==> config.mk <==
export PLATFORM = sky130hd
export DESIGN_NAME = vga_sync_rx_flat
export DESIGN_NICKNAME = d
export VERILOG_FILES = /design/src/rtl/vga_sync_rx_if.sv /design/src/rtl/vga_sync_rx.sv /design/src/flat_wrapper.sv
export SDC_FILE = /design/constraint.sdc
export NUM_CORES = 1
export LEC_CHECK = 0
export CORE_AREA = 2 2 131 133
export CTS_BUF_LIST = sky130_fd_sc_hd__clkbuf_4
export CTS_CLUSTER_DIAMETER = 40
export CTS_CLUSTER_SIZE = 8
export DETAILED_ROUTE_END_ITERATION = 8
export DIE_AREA = 0 0 133 135
export DONT_BUFFER_PORTS = 1
export SKIP_CTS_REPAIR_TIMING = 1
export SLEW_MARGIN = 40
export SYNTH_ARGS = -nofsm -noshare
export SYNTH_HDL_FRONTEND = slang
export SYNTH_SLANG_ARGS = --single-unit
export TNS_END_PERCENT = 30
==> constraint.sdc <==
create_clock -name clk -period 2.3 [get_ports clk]
set_clock_uncertainty 0.15 [all_clocks]
set_input_delay 0.345 -clock clk [delete_from_list [all_inputs] [get_ports clk]]
set_output_delay 0.345 -clock clk [all_outputs]
set_load 0.03 [all_outputs]
==> src/rtl/vga_sync_rx_if.sv <==
// rtl/vga_sync_rx_if.sv - VGA pin bundle and recovered-timing outputs for vga_sync_rx
interface vga_sync_rx_if;
  logic        hsync;
  logic        vsync;
  logic [4:0]  vga_r;
  logic [5:0]  vga_g;
  logic [4:0]  vga_b;
  logic [10:0] pixel_x;
  logic [10:0] pixel_y;
  logic [15:0] rgb_out;
  logic        de;
  logic        frame_start;
  logic        locked;
  logic        timing_err;
  logic [11:0] h_total_meas;
  logic [10:0] v_total_meas;
  logic [15:0] frame_crc;

  // master is the VGA source side, slave is the receiver
  modport master (
    output hsync, vsync, vga_r, vga_g, vga_b,
    input  pixel_x, pixel_y, rgb_out, de, frame_start, locked, timing_err,
           h_total_meas, v_total_meas, frame_crc
  );

  modport slave (
    input  hsync, vsync, vga_r, vga_g, vga_b,
    output pixel_x, pixel_y, rgb_out, de, frame_start, locked, timing_err,
           h_total_meas, v_total_meas, frame_crc
  );
endinterface

==> src/rtl/vga_sync_rx.sv <==
// rtl/vga_sync_rx.sv - recovers VGA raster timing, coordinates and lock from sampled syncs
// Frame CRC-16-CCITT over active pixels is built only when VGA_RX_CRC_EN is defined.
module vga_sync_rx #(
  parameter int H_ACTIVE    = 1024,
  parameter int H_FP        = 48,
  parameter int H_SYNC      = 96,
  parameter int H_BP        = 208,
  parameter int V_ACTIVE    = 768,
  parameter int V_FP        = 1,
  parameter int V_SYNC      = 3,
  parameter int V_BP        = 36,
  parameter bit SYNC_POL    = 1'b1,
  parameter int LOCK_FRAMES = 2
) (
  input  logic         clk,
  input  logic         clk_rst,
  vga_sync_rx_if.slave vif
);

  localparam logic [11:0] H_TOTAL = 12'(H_ACTIVE + H_FP + H_SYNC + H_BP);
  localparam logic [11:0] H_OFF   = 12'(H_SYNC + H_BP);
  localparam logic [11:0] H_END   = 12'(H_SYNC + H_BP + H_ACTIVE);
  localparam logic [10:0] V_TOTAL = 11'(V_ACTIVE + V_FP + V_SYNC + V_BP);
  localparam logic [10:0] V_OFF   = 11'(V_SYNC + V_BP);
  localparam logic [10:0] V_END   = 11'(V_SYNC + V_BP + V_ACTIVE);
  localparam logic [11:0] H_MAX   = 12'hFFF;
  localparam logic [10:0] V_MAX   = 11'h7FF;
  localparam logic [7:0]  LOCK_N  = 8'(LOCK_FRAMES);

  typedef enum logic [1:0] {S_SEARCH, S_MEASURE, S_LOCKED} state_t;

  logic [2:0]  hs_q, vs_q;
  logic [15:0] rgb1_q, rgb2_q, rgb3_q;
  logic        h_lead, v_lead;

  logic [11:0] hcnt_q, h_len_q;
  logic [10:0] vcnt_q, v_len_q;
  logic        h_ev_q, v_ev_q;

  state_t      state_q, state_d;
  logic [7:0]  good_q, good_d;
  logic        frame_bad_q, frame_bad_d;
  logic        line_bad, vlen_bad, cnt_sat;
  logic        locked_d, err_d;

  logic        active;
  logic [10:0] pixel_x_q, pixel_y_q;
  logic [15:0] rgb_out_q;
  logic        de_q, frame_start_q, locked_q, timing_err_q;
  logic [11:0] h_total_meas_q;
  logic [10:0] v_total_meas_q;

  // Sync flops reset to the asserted level so a sync already active at release is not an edge
  always_ff @(posedge clk or negedge clk_rst) begin
    if (!clk_rst) begin
      hs_q   <= {3{SYNC_POL}};
      vs_q   <= {3{SYNC_POL}};
      rgb1_q <= '0;
      rgb2_q <= '0;
      rgb3_q <= '0;
    end else begin
      hs_q   <= {hs_q[1:0], vif.hsync};
      vs_q   <= {vs_q[1:0], vif.vsync};
      rgb1_q <= {vif.vga_r, vif.vga_g, vif.vga_b};
      rgb2_q <= rgb1_q;
      rgb3_q <= rgb2_q;
    end
  end

  assign h_lead = (hs_q[1] == SYNC_POL) && (hs_q[2] != SYNC_POL);
  assign v_lead = (vs_q[1] == SYNC_POL) && (vs_q[2] != SYNC_POL);

  // Raster counters share the third stage with rgb3_q, keeping pixel data aligned
  always_ff @(posedge clk or negedge clk_rst) begin
    if (!clk_rst) begin
      hcnt_q  <= '0;
      vcnt_q  <= '0;
      h_len_q <= '0;
      v_len_q <= '0;
      h_ev_q  <= 1'b0;
      v_ev_q  <= 1'b0;
    end else begin
      h_ev_q <= h_lead;
      v_ev_q <= v_lead;
      if (h_lead) begin
        hcnt_q  <= '0;
        h_len_q <= (hcnt_q == H_MAX) ? H_MAX : hcnt_q + 12'd1;
      end else if (hcnt_q != H_MAX) begin
        hcnt_q <= hcnt_q + 12'd1;
      end
      if (v_lead) begin
        vcnt_q  <= '0;
        v_len_q <= (vcnt_q == V_MAX) ? V_MAX : vcnt_q + 11'd1;
      end else if (h_lead && (vcnt_q != V_MAX)) begin
        vcnt_q <= vcnt_q + 11'd1;
      end
    end
  end

  assign line_bad = h_ev_q && (h_len_q != H_TOTAL);
  assign vlen_bad = v_ev_q && (v_len_q != V_TOTAL);
  assign cnt_sat  = (hcnt_q == H_MAX) || (vcnt_q == V_MAX);

  always_ff @(posedge clk or negedge clk_rst) begin
    if (!clk_rst) begin
      state_q     <= S_SEARCH;
      good_q      <= '0;
      frame_bad_q <= 1'b0;
    end else begin
      state_q     <= state_d;
      good_q      <= good_d;
      frame_bad_q <= frame_bad_d;
    end
  end

  // A line closing on the vsync edge is judged before the frame it ends
  always_comb begin
    state_d     = state_q;
    good_d      = good_q;
    frame_bad_d = frame_bad_q;
    case (state_q)
      S_SEARCH: begin
        if (v_ev_q) begin
          state_d     = S_MEASURE;
          good_d      = '0;
          frame_bad_d = 1'b0;
        end
      end
      S_MEASURE: begin
        if (line_bad) begin
          good_d      = '0;
          frame_bad_d = 1'b1;
        end
        if (v_ev_q) begin
          frame_bad_d = 1'b0;
          if (frame_bad_q || line_bad || vlen_bad) begin
            good_d = '0;
          end else if ((good_q + 8'd1) >= LOCK_N) begin
            good_d  = '0;
            state_d = S_LOCKED;
          end else begin
            good_d = good_q + 8'd1;
          end
        end
      end
      S_LOCKED: begin
        if (line_bad || vlen_bad || cnt_sat) begin
          state_d = S_SEARCH;
        end
      end
      default: state_d = S_SEARCH;
    endcase
  end

  always_comb begin
    locked_d = (state_d == S_LOCKED);
    err_d    = (state_q == S_LOCKED) && (state_d == S_SEARCH);
  end

  assign active = (hcnt_q >= H_OFF) && (hcnt_q < H_END) &&
                  (vcnt_q >= V_OFF) && (vcnt_q < V_END);

  always_ff @(posedge clk or negedge clk_rst) begin
    if (!clk_rst) begin
      pixel_x_q      <= '0;
      pixel_y_q      <= '0;
      rgb_out_q      <= '0;
      de_q           <= 1'b0;
      frame_start_q  <= 1'b0;
      locked_q       <= 1'b0;
      timing_err_q   <= 1'b0;
      h_total_meas_q <= '0;
      v_total_meas_q <= '0;
    end else begin
      pixel_x_q      <= active ? 11'(hcnt_q - H_OFF) : '0;
      pixel_y_q      <= active ? (vcnt_q - V_OFF) : '0;
      rgb_out_q      <= rgb3_q;
      de_q           <= active;
      frame_start_q  <= v_ev_q;
      locked_q       <= locked_d;
      timing_err_q   <= err_d;
      h_total_meas_q <= h_len_q;
      v_total_meas_q <= v_len_q;
    end
  end

  assign vif.pixel_x      = pixel_x_q;
  assign vif.pixel_y      = pixel_y_q;
  assign vif.rgb_out      = rgb_out_q;
  assign vif.de           = de_q;
  assign vif.frame_start  = frame_start_q;
  assign vif.locked       = locked_q;
  assign vif.timing_err   = timing_err_q;
  assign vif.h_total_meas = h_total_meas_q;
  assign vif.v_total_meas = v_total_meas_q;

`ifdef VGA_RX_CRC_EN
  function automatic logic [15:0] crc16_step(input logic [15:0] crc, input logic [15:0] data);
    logic [15:0] c;
    c = crc;
    for (int i = 15; i >= 0; i--) begin
      if (c[15] ^ data[i]) c = {c[14:0], 1'b0} ^ 16'h1021;
      else                 c = {c[14:0], 1'b0};
    end
    return c;
  endfunction

  logic [15:0] crc_acc_q, frame_crc_q;

  always_ff @(posedge clk or negedge clk_rst) begin
    if (!clk_rst) begin
      crc_acc_q   <= 16'hFFFF;
      frame_crc_q <= '0;
    end else if (frame_start_q) begin
      frame_crc_q <= crc_acc_q;
      crc_acc_q   <= 16'hFFFF;
    end else if (de_q) begin
      crc_acc_q <= crc16_step(crc_acc_q, rgb_out_q);
    end
  end

  assign vif.frame_crc = frame_crc_q;
`else
  assign vif.frame_crc = '0;
`endif

endmodule
==> src/flat_wrapper.sv <==
// flat-port wrapper written by rule: the top's interface ports become plain ports
module vga_sync_rx_flat 
#(
  parameter int H_ACTIVE    = 1024,
  parameter int H_FP        = 48,
  parameter int H_SYNC      = 96,
  parameter int H_BP        = 208,
  parameter int V_ACTIVE    = 768,
  parameter int V_FP        = 1,
  parameter int V_SYNC      = 3,
  parameter int V_BP        = 36,
  parameter bit SYNC_POL    = 1'b1,
  parameter int LOCK_FRAMES = 2
)
  (clk, clk_rst, vif_hsync, vif_vsync, vif_vga_r, vif_vga_g, vif_vga_b, vif_pixel_x, vif_pixel_y, vif_rgb_out, vif_de, vif_frame_start, vif_locked, vif_timing_err, vif_h_total_meas, vif_v_total_meas, vif_frame_crc);
  vga_sync_rx_if vif_i ();
  input  logic clk;
  input  logic clk_rst;
  input wire logic [$bits(vif_i.hsync)-1:0] vif_hsync;
  input wire logic [$bits(vif_i.vsync)-1:0] vif_vsync;
  input wire logic [$bits(vif_i.vga_r)-1:0] vif_vga_r;
  input wire logic [$bits(vif_i.vga_g)-1:0] vif_vga_g;
  input wire logic [$bits(vif_i.vga_b)-1:0] vif_vga_b;
  output wire logic [$bits(vif_i.pixel_x)-1:0] vif_pixel_x;
  output wire logic [$bits(vif_i.pixel_y)-1:0] vif_pixel_y;
  output wire logic [$bits(vif_i.rgb_out)-1:0] vif_rgb_out;
  output wire logic [$bits(vif_i.de)-1:0] vif_de;
  output wire logic [$bits(vif_i.frame_start)-1:0] vif_frame_start;
  output wire logic [$bits(vif_i.locked)-1:0] vif_locked;
  output wire logic [$bits(vif_i.timing_err)-1:0] vif_timing_err;
  output wire logic [$bits(vif_i.h_total_meas)-1:0] vif_h_total_meas;
  output wire logic [$bits(vif_i.v_total_meas)-1:0] vif_v_total_meas;
  output wire logic [$bits(vif_i.frame_crc)-1:0] vif_frame_crc;
  assign vif_i.hsync = vif_hsync;
  assign vif_i.vsync = vif_vsync;
  assign vif_i.vga_r = vif_vga_r;
  assign vif_i.vga_g = vif_vga_g;
  assign vif_i.vga_b = vif_vga_b;
  assign vif_pixel_x = vif_i.pixel_x;
  assign vif_pixel_y = vif_i.pixel_y;
  assign vif_rgb_out = vif_i.rgb_out;
  assign vif_de = vif_i.de;
  assign vif_frame_start = vif_i.frame_start;
  assign vif_locked = vif_i.locked;
  assign vif_timing_err = vif_i.timing_err;
  assign vif_h_total_meas = vif_i.h_total_meas;
  assign vif_v_total_meas = vif_i.v_total_meas;
  assign vif_frame_crc = vif_i.frame_crc;
  vga_sync_rx #(.H_ACTIVE(H_ACTIVE), .H_FP(H_FP), .H_SYNC(H_SYNC), .H_BP(H_BP), .V_ACTIVE(V_ACTIVE), .V_FP(V_FP), .V_SYNC(V_SYNC), .V_BP(V_BP), .SYNC_POL(SYNC_POL), .LOCK_FRAMES(LOCK_FRAMES)) u_core (.clk(clk), .clk_rst(clk_rst), .vif(vif_i));
endmodule
==> results.toml, run 1 <==
[synthesis]
synth-edff-count = 0
synthTopCellsByArea = "dfrtp_1, xnor2_1, dfstp_2"
yosysTopAreaCellShare_pct = 66.7
synth_largest_area_cell = "dfrtp_1"
ys_types = 63
synth_cells = 492
ys.flop_type = "dfrtp_1"
synth_warnings = 0
syn_avg_cell_area_um2 = 13.1
synth_area_mm2 = 0.00645
synthArstFlopShare_pct = 100
yosysSeqAreaShare_pct = 69.1
ys_seq_elements = 178

[setup_path]
reg2reg_to = "u_core.vif.locked"
slowest_delay_ps = 520
worstPathCellList = "or4_1 > or3_1 > a221o_1 > a21o_1"
worstPathRequired_ps = 2590
critPathBufInv = 0
cp-start-kind = "flip-flop"
cp_slowest_cell = "or4_1"
r2r_slack_ps = 180
worstSetupPathDepth = 4
r2r_start = "u_core.good_q[5]"
setup.worst_path.end_class = "flip-flop"
path_class = "reg2reg"
r2r_cells = 4
cp_max_fo = 4
critical_path.top_delay_family = "simple AND/OR/NAND/NOR gates"
arrival_ps = 2410

[global_route]
antenna_found_initial = 0
grt_max_degree = 179
grt_usage_pct = 14.6
grt_overflow = 0
grt_first_pass_wirelength_um = 20400
grt_pass1_vias = 3814

[clocking]
clk_latency_ps = 560
clockBufferDepth = 2
path_clk_slew_ps = 140
htree_levels = 4
cts_tree = "built"
clock_sink_count = 178
cts-buffers-inserted = 17
ctsRootBufferMaster = "clkbuf_4"

[cells_and_area]
final_layout_size_suffix_gt1_share_pct = 13.6
diodes = 0
layout.cells.non_filler = 758
nets = 551
fillerInstances = 1478
final_cell_mix = "dfrtp_1, nor2_1, nand2_1"
area_delta_synth_final_pct = 11.5
final_common_cell = "dfrtp_1"

[routing]
final_antenna_net_count = 0
drc = 0
vias_per_cell = 4.97
dr.pass1.iters = 4
routedWlPerCell_um = 16.2
drt_iter0_markers = 282
vias = 3769
drt_wl_total_um = 12300

[power]
ir_drop_mv = 0.392
leakage_nw = 3.25
p_per_area_mw_per_mm2 = 804
p_total_w = 0.00578

[floorplanning]
io_pins = 101
start_util_pct = 39.3
die_height_um = 135
die-area_mm2 = 0.0180
row_count = 47
die_w_um = 133
coreArea_mm2 = 0.0164

[placed_design]
dp_hpwl_um = 8060
placed_cells = 708
place.gp.congestion = 0.876
numPortBuffers = 0

[timing]
rsz0062_at_grt = "no"
setup_viol = 0
fin_crit_sh_pct = 92.1
hold_viol = 178
max_freq_mhz = 472
worstMarginPinSlew_ps = 529
report.final.slew_viol_count = 0
hold_ws_ps = -683
post-route-min-period_ps = 2120
fin_tns_setup_ps = 0
max_slew_margin_pct = 64.4

[worst_hold_path]
min_path_type = "in2async"

[run]
cap_violations = 0

[outcome]
status = "finished, violations left"
violations = "hold timing"
## cells by family (layout without fill, tap and decap cells)
| kind of cell | Yosys count | count (layout) | share of synthesized area [%] |
|---|---|---|---|
| adder cells (fa/ha/maj) | 6 | 6 | 1.16 |
| AO/OA/AOI/OAI | 78 | 78 | 8.49 |
| multiplexers | 4 | 4 | 0.621 |
| flip-flops | 178 | 178 | 69.1 |
| XOR/XNOR | 27 | 27 | 3.66 |
| buffers and inverters | 50 | 80 | 4.15 |
| AND/OR/NAND/NOR | 148 | 148 | 12.7 |
| other | 1 | 17 | 0.0581 |
## registers in the layout, summed over array words and instances, names as in the netlist, 2 cells and up
| register | count |
|---|---|
| u_core.vif.pixel_y | 11 |
| u_core.vif.h_total_meas | 12 |
| u_core.v_len_q | 11 |
| u_core.vs_q | 3 |
| u_core.rgb2_q | 16 |
| u_core.vif.pixel_x | 11 |
| u_core.state_q | 2 |
| u_core.hcnt_q | 12 |
| u_core.hs_q | 3 |
| u_core.good_q | 8 |
| u_core.h_len_q | 12 |
| u_core.vif.v_total_meas | 11 |
| u_core.vif.rgb_out | 16 |
| u_core.vcnt_q | 11 |
| u_core.rgb3_q | 16 |
| u_core.rgb1_q | 16 |
## worst register-to-register path, delay by kind of cell (launching register included)
family / cells / cell delay, ps
AOI/OAI and AO/OA: 2 / 610
and+or+nand+nor: 2 / 850
DFF: 1 / 430
## metal layers
layer	part of all wire (%)	GRT usage, %	vias to the layer above
met1	47	20.0	1905
li1	-	-	1745
met3	5.3	4.84	11
met4	1.0	4.72	0
met2	46	22.0	108
met5	0	0	-
## worst max-delay path by stage
stage	from	endpoint	slack (ps)
after CTS	u_core.v_len_q[1]	u_core.vif.locked	190
after global routing	u_core.vcnt_q[0]	u_core.vif.pixel_y[1]	80
after global placement	u_core.good_q[5]	u_core.vif.locked	270
after floorplan	u_core.hcnt_q[4]	u_core.hcnt_q[1]	310
final	u_core.good_q[5]	u_core.vif.locked	180
after detailed placement	u_core.good_q[5]	u_core.state_q[1]	200
## per-stage QoR
step / hold WS (ps) / area (um^2) / util [%] / setup WS, ps
2_1_floorplan: -101 / 6510 / - / 311
5_1_grt: -772 / 7190 / 43.8 / 84.8
3_3_place_gp: -96.9 / 6710 / 40.9 / 268
3_5_place_dp: -96.8 / 6710 / 40.9 / 205
4_1_cts: -749 / 7010 / 42.7 / 189
6_report: -683 / 7190 / 43.8 / 183
## cells in the mapped netlist, drive strengths merged (5+ instances only)
cell type  number
xor2            7
inv             9
nor3           19
ha              6
buf            33
nand2b          5
dfstp           6
nand3          10
nor2           31
o21ai          16
clkbuf          8
dfrtp         172
xnor2          20
a31oi           8
nor4            9
and3            5
a21oi          19
or3             9
nor3b           5
and2            7
nand2          27
nand4           7
## final cells by class
class	instances	area, um^2	area share, %
Clock inverter	14	165	2.30
Sequential cell	178	4460	62.0
Inverter	9	33.8	0.470
Tap cell	220	275	3.83
Multi-Input combinational cell	280	1780	24.8
Clock buffer	18	135	1.88
Timing Repair Buffer	39	338	4.70
## power by group
group          total [W]  switching (W)  internal (W)  leakage [nW]
Clock            0.00183        0.00113      0.000698         0.163
Combinational   0.000301       0.000176      0.000125         0.855
Sequential       0.00365       0.000307       0.00334          2.23
Power figures use the tool's default switching activity.
==> run 2, diff against run 1 <==
CORE_AREA = 2 2 117 119   (was 2 2 131 133)
DIE_AREA = 0 0 119 121   (was 0 0 133 135)
==> run 2 against run 1 <==
Compared with the run above:
- the run still ends with hold timing left
- wire length fell by 3.9%
- register-to-register slack improved by 20 ps
- die area fell by 20%
- sequential power barely moved
- critical path depth fell by 1
- setup slack improved by 22 ps
- non-clock buffer count did not move
- combinational power barely moved
- sequential share of layout area rose by 0.75 points
- hold slack improved by 3.8 ps
- design area fell by 1.2%
- power fell by 2.6%
==> results.toml, run 2 (same netlist as run 1, synthesis figures left out) <==
[run]
cap_violations = 0

[timing]
hold_ws_ps = -679
fin_tns_setup_ps = 0
final.setup.worst_slack_ps = 205
post-route-min-period_ps = 2100
report.final.slew_viol_count = 0
fin_crit_sh_pct = 91.1
rsz0062_at_grt = "no"
setup_viol = 0
hold_viol = 178
max_freq_mhz = 477

[floorplanning]
row_count = 42
die_w_um = 119
die-area_mm2 = 0.0144
coreArea_mm2 = 0.0131
io_pins = 101
start_util_pct = 49.3
die_height_um = 121

[power]
p_clk_share_pct = 29.8
combPwrFrac_pct = 5.4
switching_power_w = 0.00148
p_int_w = 0.00415
p_sw_share_pct = 26.3
power_frac_seq_pct = 64.8
ir_drop_mv = 0.338
p_per_area_mw_per_mm2 = 792
leakage_nw = 3.23

[setup_path]
cp_slowest_cell = "or4_4"
path_class = "reg2reg"
r2r_start = "u_core.v_len_q[1]"
cp-start-kind = "flip-flop"
arrival_ps = 2380
cp_max_fo = 3
worstPathCellList = "or4_4 > o41a_1 > o41a_1"
cpMostUsedCell = "o41a_1"
worstPathRequired_ps = 2590
cp-startpoint = "u_core.v_len_q[1]"
slowest_delay_ps = 570
setup.worst_path.end_class = "flip-flop"

[clocking]
cts-buffers-inserted = 17
clock_sink_count = 178
clk_latency_ps = 560
htree_levels = 4
ctsRootBufferMaster = "clkbuf_4"
path_clk_slew_ps = 130
cts_tree = "built"
clockBufferDepth = 2

[cells_and_area]
layout.cells.non_filler = 713
nets = 551
multiInputGateArea_mm2 = 0.00178
area_delta_synth_final_pct = 10.1
final_layout_size_suffix_gt1_share_pct = 13.0
final_area_mm2 = 0.00711
diodes = 0
seqCellArea_mm2 = 0.00446
final_common_cell = "dfrtp_1"
fillerInstances = 1100
final_cell_mix = "dfrtp_1, nor2_1, nand2_1"

[global_route]
grt_max_degree = 179
antenna_found_initial = 0
grt_first_pass_wirelength_um = 19700
grt_usage_pct = 17.9
grt_pass1_vias = 3752
grt_overflow = 0

[routing]
drt_iter0_markers = 237
routedWlPerCell_um = 16.6
final_antenna_net_count = 0
dr.pass1.iters = 4
drc = 0
vias = 3773
drt_wl_total_um = 11800
vias_per_cell = 5.29

[outcome]
violations = "hold timing"
status = "finished, violations left"

[placed_design]
placed_cells = 664
dp_hpwl_um = 7720
place.gp.congestion = 0.851
place_ws_ps = 227
numPortBuffers = 0
placed_area_mm2 = 0.00666

[worst_hold_path]
min_path_type = "in2async"
==> run 2: stage by stage <==
stage	total power, W	utilization, %
2_1_floorplan	0.00388	-
3_3_place_gp	0.00398	50.9
3_5_place_dp	0.00399	50.9
4_1_cts	0.00567	52.9
5_1_grt	0.00589	54.3
6_report	0.00563	54.3
==> run 2: path summary, 6_finish.rpt <==
check                                   endpoint  slack, ps  depth (start not counted)
max                        u_core.vif.timing_err        200                          3
min                             u_core.rgb1_q[0]       -680                          0
max reg2reg                u_core.vif.timing_err        200                          3
min reg2reg                     u_core.rgb2_q[1]        200                          0
max in group asynchronous         u_core.hs_q[2]       2360                          0
min in group clk                  u_core.vs_q[0]        180                          1
==> run 2: metal layers <==
| metal | share of wire, % | wire length, um | GRT usage [%] | vias up |
|---|---|---|---|---|
| met4 | 1.8 | 214 | 7.07 | 0 |
| met5 | 0 | 0 | 0 | - |
| li1 | - | - | - | 1750 |
| met3 | 5.6 | 663 | 6.25 | 20 |
| met1 | 46 | 5460 | 25.0 | 1884 |
| met2 | 46 | 5480 | 25.8 | 119 |
==> run 2: final cells by class <==
cell class	count	area share [%]
sequential	178	62.8
inverter	9	0.475
multi-input combinational	280	25.1
timing repair buffer	39	4.75
clock inverter	10	1.57
clock buffer	21	2.22
tap	176	3.10
==> run 2: critical path: cells and delay by family, from the launching register on <==
family             cells  cell delay (ps)
DFF                    1              430
AOI/OAI and AO/OA      2              840
and+or+nand+nor        1              570
==> run 2: power by group through the flow <==
stage | Sequential, W | Clock, W | Combinational (W)
floorplan | 0.00365 | 0 | 0.000236
global placement | 0.00370 | 0 | 0.000275
detailed placement | 0.00371 | 0 | 0.000276
CTS | 0.00365 | 0.00174 | 0.000278
global route | 0.00367 | 0.00188 | 0.000338
finish | 0.00365 | 0.00168 | 0.000302
